## src/rtl/mole_spawner.sv

```systemverilog
// Whack-a-mole spawner: lights an LFSR-chosen hole, times it, detects hits/timeouts, keeps score.
// Optional build macro MOLE_PENALTY_EN: wrong-button edges while a mole is up cost a point.
module mole_spawner #(
  parameter int CLK_FREQ_HZ = 50000000,
  parameter int NUM_HOLES   = 8,
  parameter int MOLE_MS_MAX = 2000,
  parameter int MOLE_MS_MIN = 500,
  parameter int STEP_MS     = 100,
  parameter int GAP_MS      = 300
) (
  input  logic                 clk,
  input  logic                 reset_n,
  input  logic                 play_flag,
  input  logic                 new_mole,
  input  logic [NUM_HOLES-1:0] buttons,
  output logic [NUM_HOLES-1:0] mole_leds,
  output logic                 mole_complete,
  output logic                 hit,
  output logic                 miss,
  output logic [15:0]          score,
  output logic [11:0]          lifetime_ms
);

  localparam int TICK_DIV = ((CLK_FREQ_HZ / 1000) < 1) ? 1 : (CLK_FREQ_HZ / 1000);
  localparam int PW       = (TICK_DIV > 1) ? $clog2(TICK_DIV) : 1;
  localparam int HW       = $clog2(NUM_HOLES);

  localparam logic [PW-1:0] TICK_LAST  = PW'(TICK_DIV - 1);
  localparam logic [PW-1:0] PRESC_ONE  = PW'(1);
  localparam logic [11:0]   GAP_CNT    = 12'(GAP_MS);
  localparam logic [11:0]   LIFE_MAX   = 12'(MOLE_MS_MAX);
  localparam logic [12:0]   LIFE_MIN   = 13'(MOLE_MS_MIN);
  localparam logic [12:0]   LIFE_STEP  = 13'(STEP_MS);
  localparam logic [HW-1:0] HOLE_LAST  = HW'(NUM_HOLES - 1);
  localparam logic [HW-1:0] HOLE_ONE   = HW'(1);

  typedef enum logic [1:0] {
    IDLE = 2'd0,
    GAP  = 2'd1,
    UP   = 2'd2,
    DONE = 2'd3
  } state_t;

  function automatic logic [15:0] lfsr_step(input logic [15:0] v);
    return {v[14:0], v[15] ^ v[13] ^ v[12] ^ v[10]};
  endfunction

  // 13-bit subtraction so a step larger than the current lifetime still floors cleanly.
  function automatic logic [11:0] shorten(input logic [11:0] life);
    logic [12:0] diff;
    diff = {1'b0, life} - LIFE_STEP;
    if (diff[12] || (diff < LIFE_MIN)) begin
      return LIFE_MIN[11:0];
    end else begin
      return diff[11:0];
    end
  endfunction

  function automatic logic [NUM_HOLES-1:0] onehot(input logic [HW-1:0] idx);
    logic [NUM_HOLES-1:0] v;
    v      = {NUM_HOLES{1'b0}};
    v[idx] = 1'b1;
    return v;
  endfunction

  state_t                state_r, state_nxt_s;
  logic                  entry_r;
  logic [15:0]           lfsr_r;
  logic [PW-1:0]         presc_r;
  logic                  tick_s;
  logic [11:0]           ms_cnt_r;
  logic [NUM_HOLES-1:0]  btn_r, btn_prev_r, btn_edge_s, lit_s;
  logic                  play_prev_r, play_rise_s;
  logic [HW-1:0]         hole_r, hole_nxt_s, pick_raw_s, pick_s;
  logic                  hole_valid_r, hole_valid_nxt_s;
  logic                  hit_ok_s, penalty_s, timeout_s;
  logic [NUM_HOLES-1:0]  leds_r, leds_nxt_s;
  logic                  hit_r, hit_nxt_s, miss_r, miss_nxt_s, done_r, done_nxt_s;
  logic [15:0]           score_r, score_nxt_s;
  logic [11:0]           life_r, life_nxt_s;

  assign tick_s      = (presc_r == TICK_LAST);
  assign btn_edge_s  = btn_r & ~btn_prev_r;
  assign lit_s       = onehot(hole_r);
  assign play_rise_s = play_flag & ~play_prev_r;
  assign timeout_s   = (ms_cnt_r == life_r);
  assign pick_raw_s  = HW'(lfsr_r % 16'(NUM_HOLES));

  // Hole choice: a repeat of the previous hole is bumped to the next one.
  always_comb begin
    pick_s = pick_raw_s;
    if (hole_valid_r && (pick_raw_s == hole_r)) begin
      if (pick_raw_s == HOLE_LAST) begin
        pick_s = {HW{1'b0}};
      end else begin
        pick_s = pick_raw_s + HOLE_ONE;
      end
    end else begin
      pick_s = pick_raw_s;
    end
  end

  // Classify this cycle's button edges against the lit hole.
  always_comb begin
    hit_ok_s  = |(btn_edge_s & lit_s);
    penalty_s = 1'b0;
`ifdef MOLE_PENALTY_EN
    if (|(btn_edge_s & ~lit_s)) begin
      hit_ok_s  = 1'b0;
      penalty_s = 1'b1;
    end else begin
      penalty_s = 1'b0;
    end
`endif
  end

  // Next-state logic; play_flag low always wins outside IDLE.
  always_comb begin
    state_nxt_s = state_r;
    case (state_r)
      IDLE: begin
        if (play_rise_s) state_nxt_s = GAP;
        else             state_nxt_s = IDLE;
      end
      GAP: begin
        if (!play_flag)              state_nxt_s = IDLE;
        else if (ms_cnt_r == GAP_CNT) state_nxt_s = UP;
        else                         state_nxt_s = GAP;
      end
      UP: begin
        if (!play_flag)                state_nxt_s = IDLE;
        else if (hit_ok_s || timeout_s) state_nxt_s = DONE;
        else                           state_nxt_s = UP;
      end
      DONE: begin
        if (!play_flag)    state_nxt_s = IDLE;
        else if (new_mole) state_nxt_s = GAP;
        else               state_nxt_s = DONE;
      end
      default: state_nxt_s = IDLE;
    endcase
  end

  // Next values of the registered outputs and the latched hole.
  always_comb begin
    hit_nxt_s        = 1'b0;
    miss_nxt_s       = 1'b0;
    done_nxt_s       = 1'b0;
    score_nxt_s      = score_r;
    life_nxt_s       = life_r;
    hole_nxt_s       = hole_r;
    hole_valid_nxt_s = hole_valid_r;
    leds_nxt_s       = {NUM_HOLES{1'b0}};
    case (state_r)
      IDLE: begin
        if (play_rise_s) begin
          score_nxt_s = 16'd0;
          life_nxt_s  = LIFE_MAX;
        end else begin
          score_nxt_s = score_r;
          life_nxt_s  = life_r;
        end
      end
      GAP: begin
        if (state_nxt_s == UP) begin
          hole_nxt_s       = pick_s;
          hole_valid_nxt_s = 1'b1;
        end else begin
          hole_nxt_s       = hole_r;
          hole_valid_nxt_s = hole_valid_r;
        end
      end
      UP: begin
        if (play_flag) begin
          hit_nxt_s  = hit_ok_s;
          miss_nxt_s = penalty_s | (timeout_s & ~hit_ok_s);
          if (hit_ok_s) begin
            score_nxt_s = (score_r == 16'hFFFF) ? score_r : (score_r + 16'd1);
            life_nxt_s  = shorten(life_r);
          end else if (penalty_s) begin
            score_nxt_s = (score_r == 16'd0) ? score_r : (score_r - 16'd1);
          end else begin
            score_nxt_s = score_r;
          end
        end else begin
          hit_nxt_s  = 1'b0;
          miss_nxt_s = 1'b0;
        end
      end
      DONE: begin
        done_nxt_s = entry_r & play_flag;
      end
      default: begin
        done_nxt_s = 1'b0;
      end
    endcase
    if (state_nxt_s == UP) begin
      leds_nxt_s = onehot(hole_nxt_s);
    end else begin
      leds_nxt_s = {NUM_HOLES{1'b0}};
    end
  end

  // State register plus a first-cycle-in-state flag.
  always_ff @(posedge clk) begin
    if (!reset_n) begin
      state_r <= IDLE;
      entry_r <= 1'b0;
    end else begin
      state_r <= state_nxt_s;
      entry_r <= (state_nxt_s != state_r);
    end
  end

  // Timers, LFSR, input history and registered outputs.
  always_ff @(posedge clk) begin
    if (!reset_n) begin
      lfsr_r       <= 16'hACE1;
      presc_r      <= {PW{1'b0}};
      ms_cnt_r     <= 12'd0;
      btn_r        <= {NUM_HOLES{1'b0}};
      btn_prev_r   <= {NUM_HOLES{1'b0}};
      play_prev_r  <= 1'b0;
      hole_r       <= {HW{1'b0}};
      hole_valid_r <= 1'b0;
      leds_r       <= {NUM_HOLES{1'b0}};
      hit_r        <= 1'b0;
      miss_r       <= 1'b0;
      done_r       <= 1'b0;
      score_r      <= 16'd0;
      life_r       <= LIFE_MAX;
    end else begin
      lfsr_r      <= lfsr_step(lfsr_r);
      btn_r       <= buttons;
      btn_prev_r  <= btn_r;
      play_prev_r <= play_flag;
      if (state_nxt_s != state_r) begin
        presc_r  <= {PW{1'b0}};
        ms_cnt_r <= 12'd0;
      end else begin
        presc_r <= tick_s ? {PW{1'b0}} : (presc_r + PRESC_ONE);
        if (tick_s && ((state_r == GAP) || (state_r == UP))) begin
          ms_cnt_r <= ms_cnt_r + 12'd1;
        end else begin
          ms_cnt_r <= ms_cnt_r;
        end
      end
      hole_r       <= hole_nxt_s;
      hole_valid_r <= hole_valid_nxt_s;
      leds_r       <= leds_nxt_s;
      hit_r        <= hit_nxt_s;
      miss_r       <= miss_nxt_s;
      done_r       <= done_nxt_s;
      score_r      <= score_nxt_s;
      life_r       <= life_nxt_s;
    end
  end

  assign mole_leds     = leds_r;
  assign mole_complete = done_r;
  assign hit           = hit_r;
  assign miss          = miss_r;
  assign score         = score_r;
  assign lifetime_ms   = life_r;

endmodule
```

## config.mk

```make
export PLATFORM = sky130hd
export DESIGN_NAME = mole_spawner
export DESIGN_NICKNAME = d
export VERILOG_FILES = /design/src/rtl/mole_spawner.sv
export SDC_FILE = /design/constraint.sdc
export NUM_CORES = 1
export LEC_CHECK = 0
export CORE_UTILIZATION = 54
export CTS_BUF_LIST = sky130_fd_sc_hd__clkbuf_4
export CTS_CLUSTER_DIAMETER = 50
export DETAILED_ROUTE_END_ITERATION = 10
export HOLD_SLACK_MARGIN = 0.05
export PLACE_DENSITY = 0.78
export SKIP_CTS_REPAIR_TIMING = 1
export SLEW_MARGIN = 20
export SYNTH_ARGS = -nofsm -noshare
export SYNTH_HDL_FRONTEND = slang
export SYNTH_SLANG_ARGS = --single-unit
```

## constraint.sdc

```tcl
create_clock -name clk -period 2.43 [get_ports clk]
set_input_delay 0.486 -clock clk [delete_from_list [all_inputs] [get_ports clk]]
set_output_delay 0.486 -clock clk [all_outputs]
set_load 0.1 [all_outputs]
```

==> reports/qor.txt <==
Critical Path RT: 2.83 ns
Initial Utilization: 55.6%
met2 global-route usage: 42.3%
Simple-Gate Fraction of Synth Area: 28.7%
clock latency on the worst-skew pair: 0.47 ns
Cells after DPL: 848
# DRC: 0
final hold violation count: 0
Critical Path Start: hole_r[1]
Die Wd: 105 um
pin count of the biggest net entering global routing: 36
Critical Path Start Type: flip-flop
drt total wl: 13.9 mm
nets: 752
crit path kind: flip-flop to flip-flop
drt initial violations: 331
outcome: finished clean
Leakage: 2.54 nW
Post-synth EDFFs: 0
filler cell count: 852
Distinct cells, synth: 74
minimum clock period: 2.33 ns
ANT nets after route: 0
Core Region: 10,300 um2
Hold Path Class: flip-flop to flip-flop
DR pass1 iterations: 4
Total GRT Usage: 25.5%
WP data arrival: 2.73 ns
Comb pwr share: 10.1%
first-pass GRT wire length: 22.9 mm
routability cong.: 0.918
Die Ht: 105 um
Seq cells post-synth: 105
largest family of logic cells by synthesized area: simple AND/OR/NAND/NOR gates
num rows: 37
Area Overhead vs Synth: 16.9%
I/O Buffers: 48
register area: 2130 um2
io pins: 51
max_slew headroom: 61.3%
Crit Reg-Reg Startpoint: hole_r[1]
multiplexer area fraction after synthesis: 2.94%
busiest grt layer: met2
vias in the first global route: 4,894
htree depth: 3
Worst Skew: 0.0214 ns
initial antenna violation count: 0
Slew @ Worst Pin: 0.581 ns
Cell Count, Final, Fillers Out: 868
WL/cell: 16.0 um
critical path cell sequence: and2b_1, o21ai_2, a41oi_4, buf_4, o31ai_4, nand3_1, a21oi_1
Design Area, Final: 6680 um2
vias per cell: 5.96
Synth Warn #: 0
FF-to-FF End: mole_leds[7]
DP Area: 6400 um2
# setup viols final: 0
CP peak stage delay: 0.48 ns
die area: 11,000 um2
post-layout util: 65.0%
Flop pwr share: 57.3%
Switch Pwr: 0.806 mW
worst vdd ir: 0.303 mV
Sink Count: 105
Worst setup endpoint: mole_leds[7]
GR Util met1: 33.2%
Mapped Cells: 665
Slew Limit Fails: 0
antenna cells: 0
Clock Path Buffers: 2
Crit path depth: 7
Post-Syn Area per Cell: 8.59 um2
Worst Setup End Kind: flip-flop
gr ovfl total: 0
RSZ-0062 raised after global routing: true
Hold Path Origin: lfsr_r[6]
Synth Flop Type: dfxtp_1
Worst-path clk slew: 0.16 ns
Buffers & Inverters on Critical Path: 1
post-synthesis adder-cell area fraction: 2.63%
P_int: 2.32 mW
R2R cell count: 7
Post-synth ARST share: 0%
WHS: 0.434 ns
compound-gate portion of the synthesized area: 18.9%
post-synthesis xor/xnor area fraction: 5.21%
crit share post-route: 95.8%
sequential share of the synthesized area: 36.8%
met3 GRT Util: 3.87%
fmax: 430 MHz
Max-cap violations: 0
Post-Syn Area: 5710 um2
Clock Power Share: 32.6%
layout cell share with drive strength beyond 1: 19.8%
vias post-DR: 5,169
Multi-input gate area: 3410 um2
flop-to-flop setup slack: 0.10 ns
slowest CP cell: dfxtp_1
root buffer cell: clkbuf_4
CTS tree: built
CTS Buf Count: 9
critical path fanouts, max: 8
CP delay by family, top: compound AO/OA/AOI/OAI gates
pwr dens: 469 nW/um2
Sw Share: 25.8%
DPL Wire Length: 9.73 mm
registers in the layout (all words and copies together) (netlist names), 2 cells and up:
signal	flops
btn_r	8
hole_r	3
ms_cnt_r	12
lfsr_r	16
presc_r	16
mole_leds	8
score	16
state_r	2
btn_prev_r	8
lifetime_ms	10
layout make-up:
cell class | instances | area share [%]
multi-input combinational | 498 | 51.1
tap | 136 | 2.55
sequential | 105 | 31.9
timing repair buffer | 93 | 10.8
inverter | 21 | 1.24
clock inverter | 5 | 1.29
clock buffer | 10 | 1.12
logic make-up after synthesis:
logic type / Yosys count
and+or+nand+nor: 291
AOI/OAI and AO/OA: 143
DFF: 105
buffers and inverters: 63
xor gates and xnor gates: 34
muxes: 16
adders and majority gates: 12
other: 1
Yosys cell counts, types with 5 or more instances:
cell | instances | area share, %
clkbuf_1 | 23 | 1.5
inv_1 | 20 | 1.3
nand4_1 | 21 | 2.3
or3_1 | 14 | 1.5
nand4b_1 | 9 | 1.4
o21ai_0 | 22 | 1.9
xor2_1 | 12 | 1.8
a21oi_1 | 18 | 1.6
xnor2_1 | 22 | 3.4
and3_1 | 10 | 1.1
and2_1 | 33 | 3.6
o2111ai_1 | 9 | 1.4
and4_1 | 6 | 0.92
mux2i_1 | 10 | 1.8
nor4_1 | 6 | 0.66
o21ai_1 | 16 | 1.4
o211a_1 | 7 | 1.2
nor2_1 | 38 | 2.5
ha_1 | 12 | 2.6
o31ai_1 | 14 | 1.8
buf_2 | 13 | 1.1
nor3_1 | 9 | 0.79
buf_4 | 5 | 0.66
dfxtp_1 | 105 | 37
a32oi_1 | 7 | 1.1
a221oi_1 | 7 | 1.1
nand3_1 | 32 | 2.8
nand2b_1 | 12 | 1.3
nor2b_1 | 10 | 1.1
o211ai_1 | 5 | 0.66
nand2_1 | 59 | 3.9
or4_1 | 12 | 1.6
power by group through the flow:
stage          Clock, mW  Sequential (mW)  Combinational [mW]
5_1_grt             1.11             1.80               0.349
3_5_place_dp           0             1.83               0.306
4_1_cts             1.05             1.79               0.308
2_1_floorplan          0             1.83               0.220
3_3_place_gp           0             1.83               0.300
6_report            1.02             1.79               0.317
cell usage in the layout, fill, tap and decap left out, drive strengths merged, types with 6 or more instances in the layout:
cell and n:
dfxtp 105, buf 83, nand2 60, o21ai 39, nor2 38, and2 33, nand3 32, xnor2 22
nand4 22, inv 22, a21oi 18, o31ai 16, or3 14, nand2b 12, or4 12, xor2 12
ha 12, clkbuf 10, clkdlybuf4s50 10, nor2b 10, nor3 10, and3 10, mux2i 10, o2111ai 9
nand4b 9, a32oi 7, a221oi 7, o211a 7, nor4 6, and4 6, mux2 6
through the flow:
step / TNS (ns) / total power [mW] / worst slack, ns
detailed placement: -0.265 / 2.14 / -0.0448
global placement: 0 / 2.13 / 0.0244
CTS: -0.0806 / 3.14 / -0.0184
floorplan: -0.000490 / 2.04 / -0.000490
finish: 0 / 3.13 / 0.102
global route: -0.0745 / 3.26 / -0.0237
how the worst min path moves through the flow:
| stage | to | slack (ns) | cells past startpoint |
|---|---|---|---|
| finish | lfsr_r[7] | 0.43 | 1 |
| detailed placement | lfsr_r[10] | 0.40 | 1 |
| global placement | lfsr_r[15] | 0.40 | 1 |
| CTS | lfsr_r[10] | 0.44 | 1 |
| global route | lfsr_r[7] | 0.45 | 1 |
| floorplan | lfsr_r[10] | 0.39 | 1 |
layer usage:
layer / wire (um) / up-vias
met5: 0 / -
li1: - / 2559
met4: 226 / 0
met2: 6650 / 137
met1: 6330 / 2454
met3: 652 / 19
(Power assumes the default switching activity.)
==> edit 1: new RTL, same settings <==
Build with the macro `MOLE_PENALTY_EN` defined.
--- a/src/rtl/mole_spawner.sv
+++ b/src/rtl/mole_spawner.sv
@@ -1,5 +1,7 @@
 // Whack-a-mole spawner: lights an LFSR-chosen hole, times it, detects hits/timeouts, keeps score.
 // Optional build macro MOLE_PENALTY_EN: wrong-button edges while a mole is up cost a point.
+`define MOLE_PENALTY_EN
+
 module mole_spawner #(
   parameter int CLK_FREQ_HZ = 50000000,
   parameter int NUM_HOLES   = 8,
Function: same outputs for any inputs over 10 cycles, from zero or initial values and one cycle with reset_n low; that may be too few to reach the edited logic, so the function may still have changed.
==> edit 1 against the unedited design <==
Sequential share of layout area decreased by 2.0 points. Sequential cell count did not move. Power shrank 6.6%. Highest routed layer unchanged. Final cell count rose by 3.7%. Critical endpoint is now score[15]$_SDFFE_PN0P_. The flow now finishes with violations (negative setup slack). Routed wire length is 2.3% lower. Design area grew 7.4%. Non-clock buffer count up 50. Setup slack lost 1.1 ns. Area after synthesis decreased by 4.1%.
==> edit 1: results (changes against the unedited design) <==
| Metric | Value |
|---|---|
| Status | `complete, but fails checks (was finished, final reports clean)` |
| Failing checks | `negative setup slack` |
| Dpl cells | `874 (was 848)` |
| Seq/Total Area, Yosys | `0.3836 (was 0.3680)` |
| Share of layout cells above drive strength 1 | `0.3012 (was 0.1981)` |
| Largest net degree at the start of global routing | `33 (was 36)` |
| Final nets | `799 (was 752)` |
| Via-to-Cell Ratio | `5.627 (was 5.955)` |
| Clk_skew | `0.01832 ns (was 0.02144 ns)` |
| Leakage | `2.897 nW (was 2.542 nW)` |
| Crit Path Max Fanout | `10 (was 8)` |
| FILL cells | `743 (was 852)` |
| Final TNS setup | `-17.59 ns (was 0 ns)` |
| Final wirelength | `13.54 mm (was 13.85 mm)` |
| Worst slew pin tran | `0.5183 ns (was 0.5812 ns)` |
| First-pass GRT wire length | `20.73 mm (was 22.87 mm)` |
| Starting density of the core | `0.5581 (was 0.5558)` |
| Total number of vias | `5,064 (was 5,169)` |
| Area after DPL | `6665 um^2 (was 6399 um^2)` |
| Count of cell types in the netlist | `66 (was 74)` |
| P_clk | `0.834 mW (was 1.02 mW)` |
| Met1 usage | `0.3116 (was 0.3315)` |
| Endpoints failing setup | `65 (was 0)` |
| Gpl congestion | `0.9124 (was 0.9182)` |
| Worst VDD drop | `0.3695 mV (was 0.3027 mV)` |
| Vias in the first global route | `4,568 (was 4,894)` |
| Comb pwr share | `0.106 (was 0.101)` |
| DP HPWL | `9.378 mm (was 9.728 mm)` |
| Metal2 WL | `6.872 mm (was 6.647 mm)` |
| Worst setup margin | `-0.9862 ns (was 0.1017 ns)` |
| Total power | `2.921 mW (was 3.129 mW)` |
| DR iter-0 viols | `177 (was 331)` |
| Largest cells by area after synthesis | `dfxtp_1, ha_1, xnor2_1 (was dfxtp_1, nand2_1, and2_1)` |
| Met3 Track Usage GR | `0.05356 (was 0.03868)` |
| Post-Syn Instances | `643 (was 665)` |
| Arr. time, crit path | `3.82 ns (was 2.73 ns)` |
| Most instantiated cells after synthesis | `dfxtp_1, nor2_1, a21oi_1, nand2_1, nand3_1 (was dfxtp_1, nand2_1, nor2_1, and2_1, nand3_1)` |
| Total Routing Usage GR | `0.2496 (was 0.2551)` |
| Wire length on met1 | `5.963 mm (was 6.328 mm)` |
| Metal3 WL | `545 um (was 652 um)` |
| Pre-CTS WS | `-1.002 ns (was -0.04477 ns)` |
| CTS root buf | `clkbuf_4 (unchanged)` |
## edit 1: changes by cell type in the layout (fill, tap and decap cells not counted), sizes merged, moves of 13 or more
cell	delta
buf	+49
o21ai	-26
nor2	+25
a21oi	+24
nand2	-22
o31ai	-14
xor2	+13
## edit 1: critical path, cell delays in order (launching register included)
cell and delay (ns):
dfxtp_4 0.41, buf_4 0.15, nor3b_2 0.20, o32ai_1 0.10, a311o_1 0.31, a211o_1 0.28
buf_12 0.16, ha_4 0.16, or3_4 0.41, nor3_4 0.13, a21oi_2 0.09, a41o_1 0.28
o21ai_2 0.15, xnor2_1 0.09, or3_1 0.31, a31oi_1 0.13
## edit 1: cells by family after synthesis
group	synth area share
flip-flops	0.3836
buffers and inverters	0.05068
XOR/XNOR	0.08630
other	0.0006843
multiplexers	0.01142
AND/OR/NAND/NOR	0.2580
AO/OA/AOI/OAI	0.1509
adder cells (fa/ha/maj)	0.05845
## edit 1: final cells by class
type	count	area share
Clock buffer	9	0.009426
Clock inverter	7	0.007506
Inverter	28	0.01466
Multi-Input combinational cell	475	0.4882
Sequential cell	105	0.2990
Tap cell	133	0.02322
Timing Repair Buffer	143	0.1580
## edit 1: path summary, 6_finish.rpt
check / startpoint / to / slack [ns]
setup / recovery: hole_r[2]$_SDFF_PN0_ / score[15]$_SDFFE_PN0P_ / -0.99
hold / removal: lfsr_r[6]$_SDFF_PN1_ / lfsr_r[7]$_SDFF_PN1_ / 0.43
setup reg to reg: hole_r[2]$_SDFF_PN0_ / score[15]$_SDFFE_PN0P_ / -0.99
hold reg to reg: lfsr_r[6]$_SDFF_PN1_ / lfsr_r[7]$_SDFF_PN1_ / 0.43
==> edit 2: new RTL, same flow settings <==
Without the edit above. The 4 states of `state_t` get a one-hot encoding in 4 bits.
--- a/src/rtl/mole_spawner.sv
+++ b/src/rtl/mole_spawner.sv
@@ -34,11 +34,11 @@
   localparam logic [HW-1:0] HOLE_LAST  = HW'(NUM_HOLES - 1);
   localparam logic [HW-1:0] HOLE_ONE   = HW'(1);
 
-  typedef enum logic [1:0] {
-    IDLE = 2'd0,
-    GAP  = 2'd1,
-    UP   = 2'd2,
-    DONE = 2'd3
+  typedef enum logic [3:0] {
+    IDLE = 4'b0001,
+    GAP  = 4'b0010,
+    UP   = 4'b0100,
+    DONE = 4'b1000
   } state_t;
 
   function automatic logic [15:0] lfsr_step(input logic [15:0] v);
Formal check against the unedited RTL: no difference found for any inputs over 10 cycles, from zero or initial values and one cycle with reset_n low; not proved beyond that.
==> edit 2 against the unedited design <==
First-iteration DRC count decreased by 4.8%. Design area shrank 8.5%. Hold slack improved by 0.0070 ns. Sequential cell count increased by 2. Power is 1.4% lower. Via count shrank 12%. Routed wire length decreased by 18%. Count of clock-buffer cells in the layout unchanged. Global-route usage is 1.5 points lower. Setup slack better by 0.021 ns. Area after synthesis down 9.2%. Die area down 9.0%. Critical path depth up 1.
==> edit 2: results (changes against the unedited design) <==
| Metric | Value |
|---|---|
| First-pass GRT wire length | `19.49 mm (was 22.87 mm)` |
| Worst VDD drop | `0.3558 mV (was 0.3027 mV)` |
| Hold Path Sink | `lfsr_r[7]$_SDFF_PN1_ (unchanged)` |
| FF-to-FF End | `presc_r[14]$_SDFF_PP0_ (was mole_leds[7]$_SDFF_PN0_)` |
| Most used DFF post-synth | `dfxtp_1 (unchanged)` |
| Largest cells by area after synthesis | `dfxtp_1, xnor2_1, nor2_1 (was dfxtp_1, nand2_1, and2_1)` |
| Final nets | `689 (was 752)` |
| Reg-to-Reg Start | `state_r[0]$_SDFF_PN1_ (was hole_r[1]$_SDFF_PN0_)` |
| Arr. time, crit path | `2.69 ns (was 2.73 ns)` |
| Hold_sp | `lfsr_r[6]$_SDFF_PN1_ (unchanged)` |
| Async SR Flop Fraction | `0 (unchanged)` |
| Initial antenna violation count | `1 (was 0)` |
| Clk buf depth | `2 (unchanged)` |
| Vias in the first global route | `4,282 (was 4,894)` |
| Seq/Total Area, Yosys | `0.4128 (was 0.3680)` |
| Worst rel slew slack | `0.6277 (was 0.6125)` |
| Via-to-Cell Ratio | `5.688 (was 5.955)` |
| Setup slack, reg-to-reg | `0.12 ns (was 0.10 ns)` |
| Clk_skew | `0.02057 ns (was 0.02144 ns)` |
| Port Buf Inserts | `48 (unchanged)` |
| Crit Path Max Fanout | `9 (was 8)` |
| Min-delay worst type | `register to register (unchanged)` |
| Hold depth | `1 (unchanged)` |
| Total Routing Usage GR | `0.2398 (was 0.2551)` |
| Largest net degree at the start of global routing | `36 (unchanged)` |
| Worst-Skew Late Latency | `0.45 ns (was 0.47 ns)` |
| Gpl congestion | `0.9531 (was 0.9182)` |
| Clock transition at the registers of the reported paths | `0.17 ns` |
| Leakage | `2.298 nW (was 2.542 nW)` |
| DP HPWL | `8.401 mm (was 9.728 mm)` |
| DR iter-0 viols | `315 (was 331)` |
| Status | `finished, final reports clean (unchanged)` |
| Worst reg2reg path depth | `8 (was 7)` |
| Worst hold slack | `0.4414 ns (was 0.4344 ns)` |
| CTS root buf | `clkbuf_4 (unchanged)` |
| Final wirelength | `11.38 mm (was 13.85 mm)` |
| Share of layout cells above drive strength 1 | `0.2077 (was 0.1981)` |
| Count of cell types in the netlist | `71 (was 74)` |
| H-tree levels | `3 (unchanged)` |
| Most instantiated cells after synthesis | `dfxtp_1, nor2_1, nand2_1, xnor2_1, o21ai_0 (was dfxtp_1, nand2_1, nor2_1, and2_1, nand3_1)` |
| Clock buffer count from CTS | `9 (unchanged)` |
| FILL cells | `794 (was 852)` |
| Synth Warn # | `0 (unchanged)` |
| Pre-Repair DR Iteration Count | `5 (was 4)` |
==> edit 2: report_power, final <==
group          switching [mW]  internal, mW  leakage, nW
registers              0.0374          1.80        0.879
clock network           0.608         0.245       0.0739
logic                   0.231         0.165         1.35
total                   0.877          2.21         2.30
==> edit 2: layer usage <==
| metal | vias up | part of all wire | GRT usage |
|---|---|---|---|
| met5 | - | 0 | 0 |
| li1 | 2255 | - | - |
| met1 | 2126 | 0.44 | 0.3114 |
| met4 | 0 | 0.021 | 0.1003 |
| met2 | 164 | 0.48 | 0.3915 |
| met3 | 28 | 0.056 | 0.04666 |
==> edit 2: worst max-delay path, cell delays in order, from the launching register on <==
cell      delay, ns
dfxtp_2        0.42
buf_4          0.15
or3b_1         0.40
a211oi_4       0.35
nor2_1         0.12
nand4b_1       0.22
o21ai_2        0.14
nand4_2        0.28
nor2_1         0.17
==> edit 2: layout make-up <==
| type | count | area share |
|---|---|---|
| Antenna cell | 1 | 0.0004099 |
| Clock buffer | 10 | 0.01230 |
| Clock inverter | 6 | 0.009018 |
| Inverter | 24 | 0.01517 |
| Multi-Input combinational cell | 442 | 0.4681 |
| Sequential cell | 107 | 0.3575 |
| Tap cell | 129 | 0.02644 |
| Timing Repair Buffer | 85 | 0.1111 |
==> edit 2: worst max-delay path by stage <==
| stage | startpoint | end | slack, ns | depth (start not counted) |
|---|---|---|---|---|
| after CTS | hole_r[2]$_SDFF_PN0_ | score[3]$_SDFFE_PN0P_ | -0.04 | 8 |
| after global routing | lifetime_ms[2]$_SDFFE_PN0P_ | lifetime_ms[8]$_SDFFE_PN1P_ | -0.004 | 10 |
| after floorplan | lifetime_ms[3]$_SDFFE_PN0P_ | lifetime_ms[6]$_SDFFE_PN1P_ | -0.03 | 11 |
| after detailed placement | play_flag | presc_r[3]$_SDFF_PP0_ | -0.28 | 9 |
| after global placement | play_flag | score[5]$_SDFFE_PN0P_ | -0.20 | 8 |
| final | state_r[0]$_SDFF_PN1_ | presc_r[14]$_SDFF_PP0_ | 0.12 | 8 |
==> edit 2: per-stage QoR <==
step	setup WS, ns	instances	cell area [um^2]	TNS (ns)
2_1_floorplan	-0.03190	607	5288	-0.04144
3_3_place_gp	-0.1968	787	5934	-4.480
3_5_place_dp	-0.2811	787	5934	-9.085
4_1_cts	-0.03849	803	6065	-0.04456
5_1_grt	-0.003619	804	6105	-0.003619
6_report	0.1223	804	6105	0
==> edit 2: logic make-up after synthesis <==
| family | share of synthesized area |
|---|---|
| AOI/OAI and AO/OA | 0.1312 |
| buffers and inverters | 0.05064 |
| xor gates and xnor gates | 0.07765 |
| adders and majority gates | 0.01929 |
| muxes | 0.01206 |
| other | 0.0007227 |
| DFF | 0.4128 |
| and+or+nand+nor | 0.2956 |
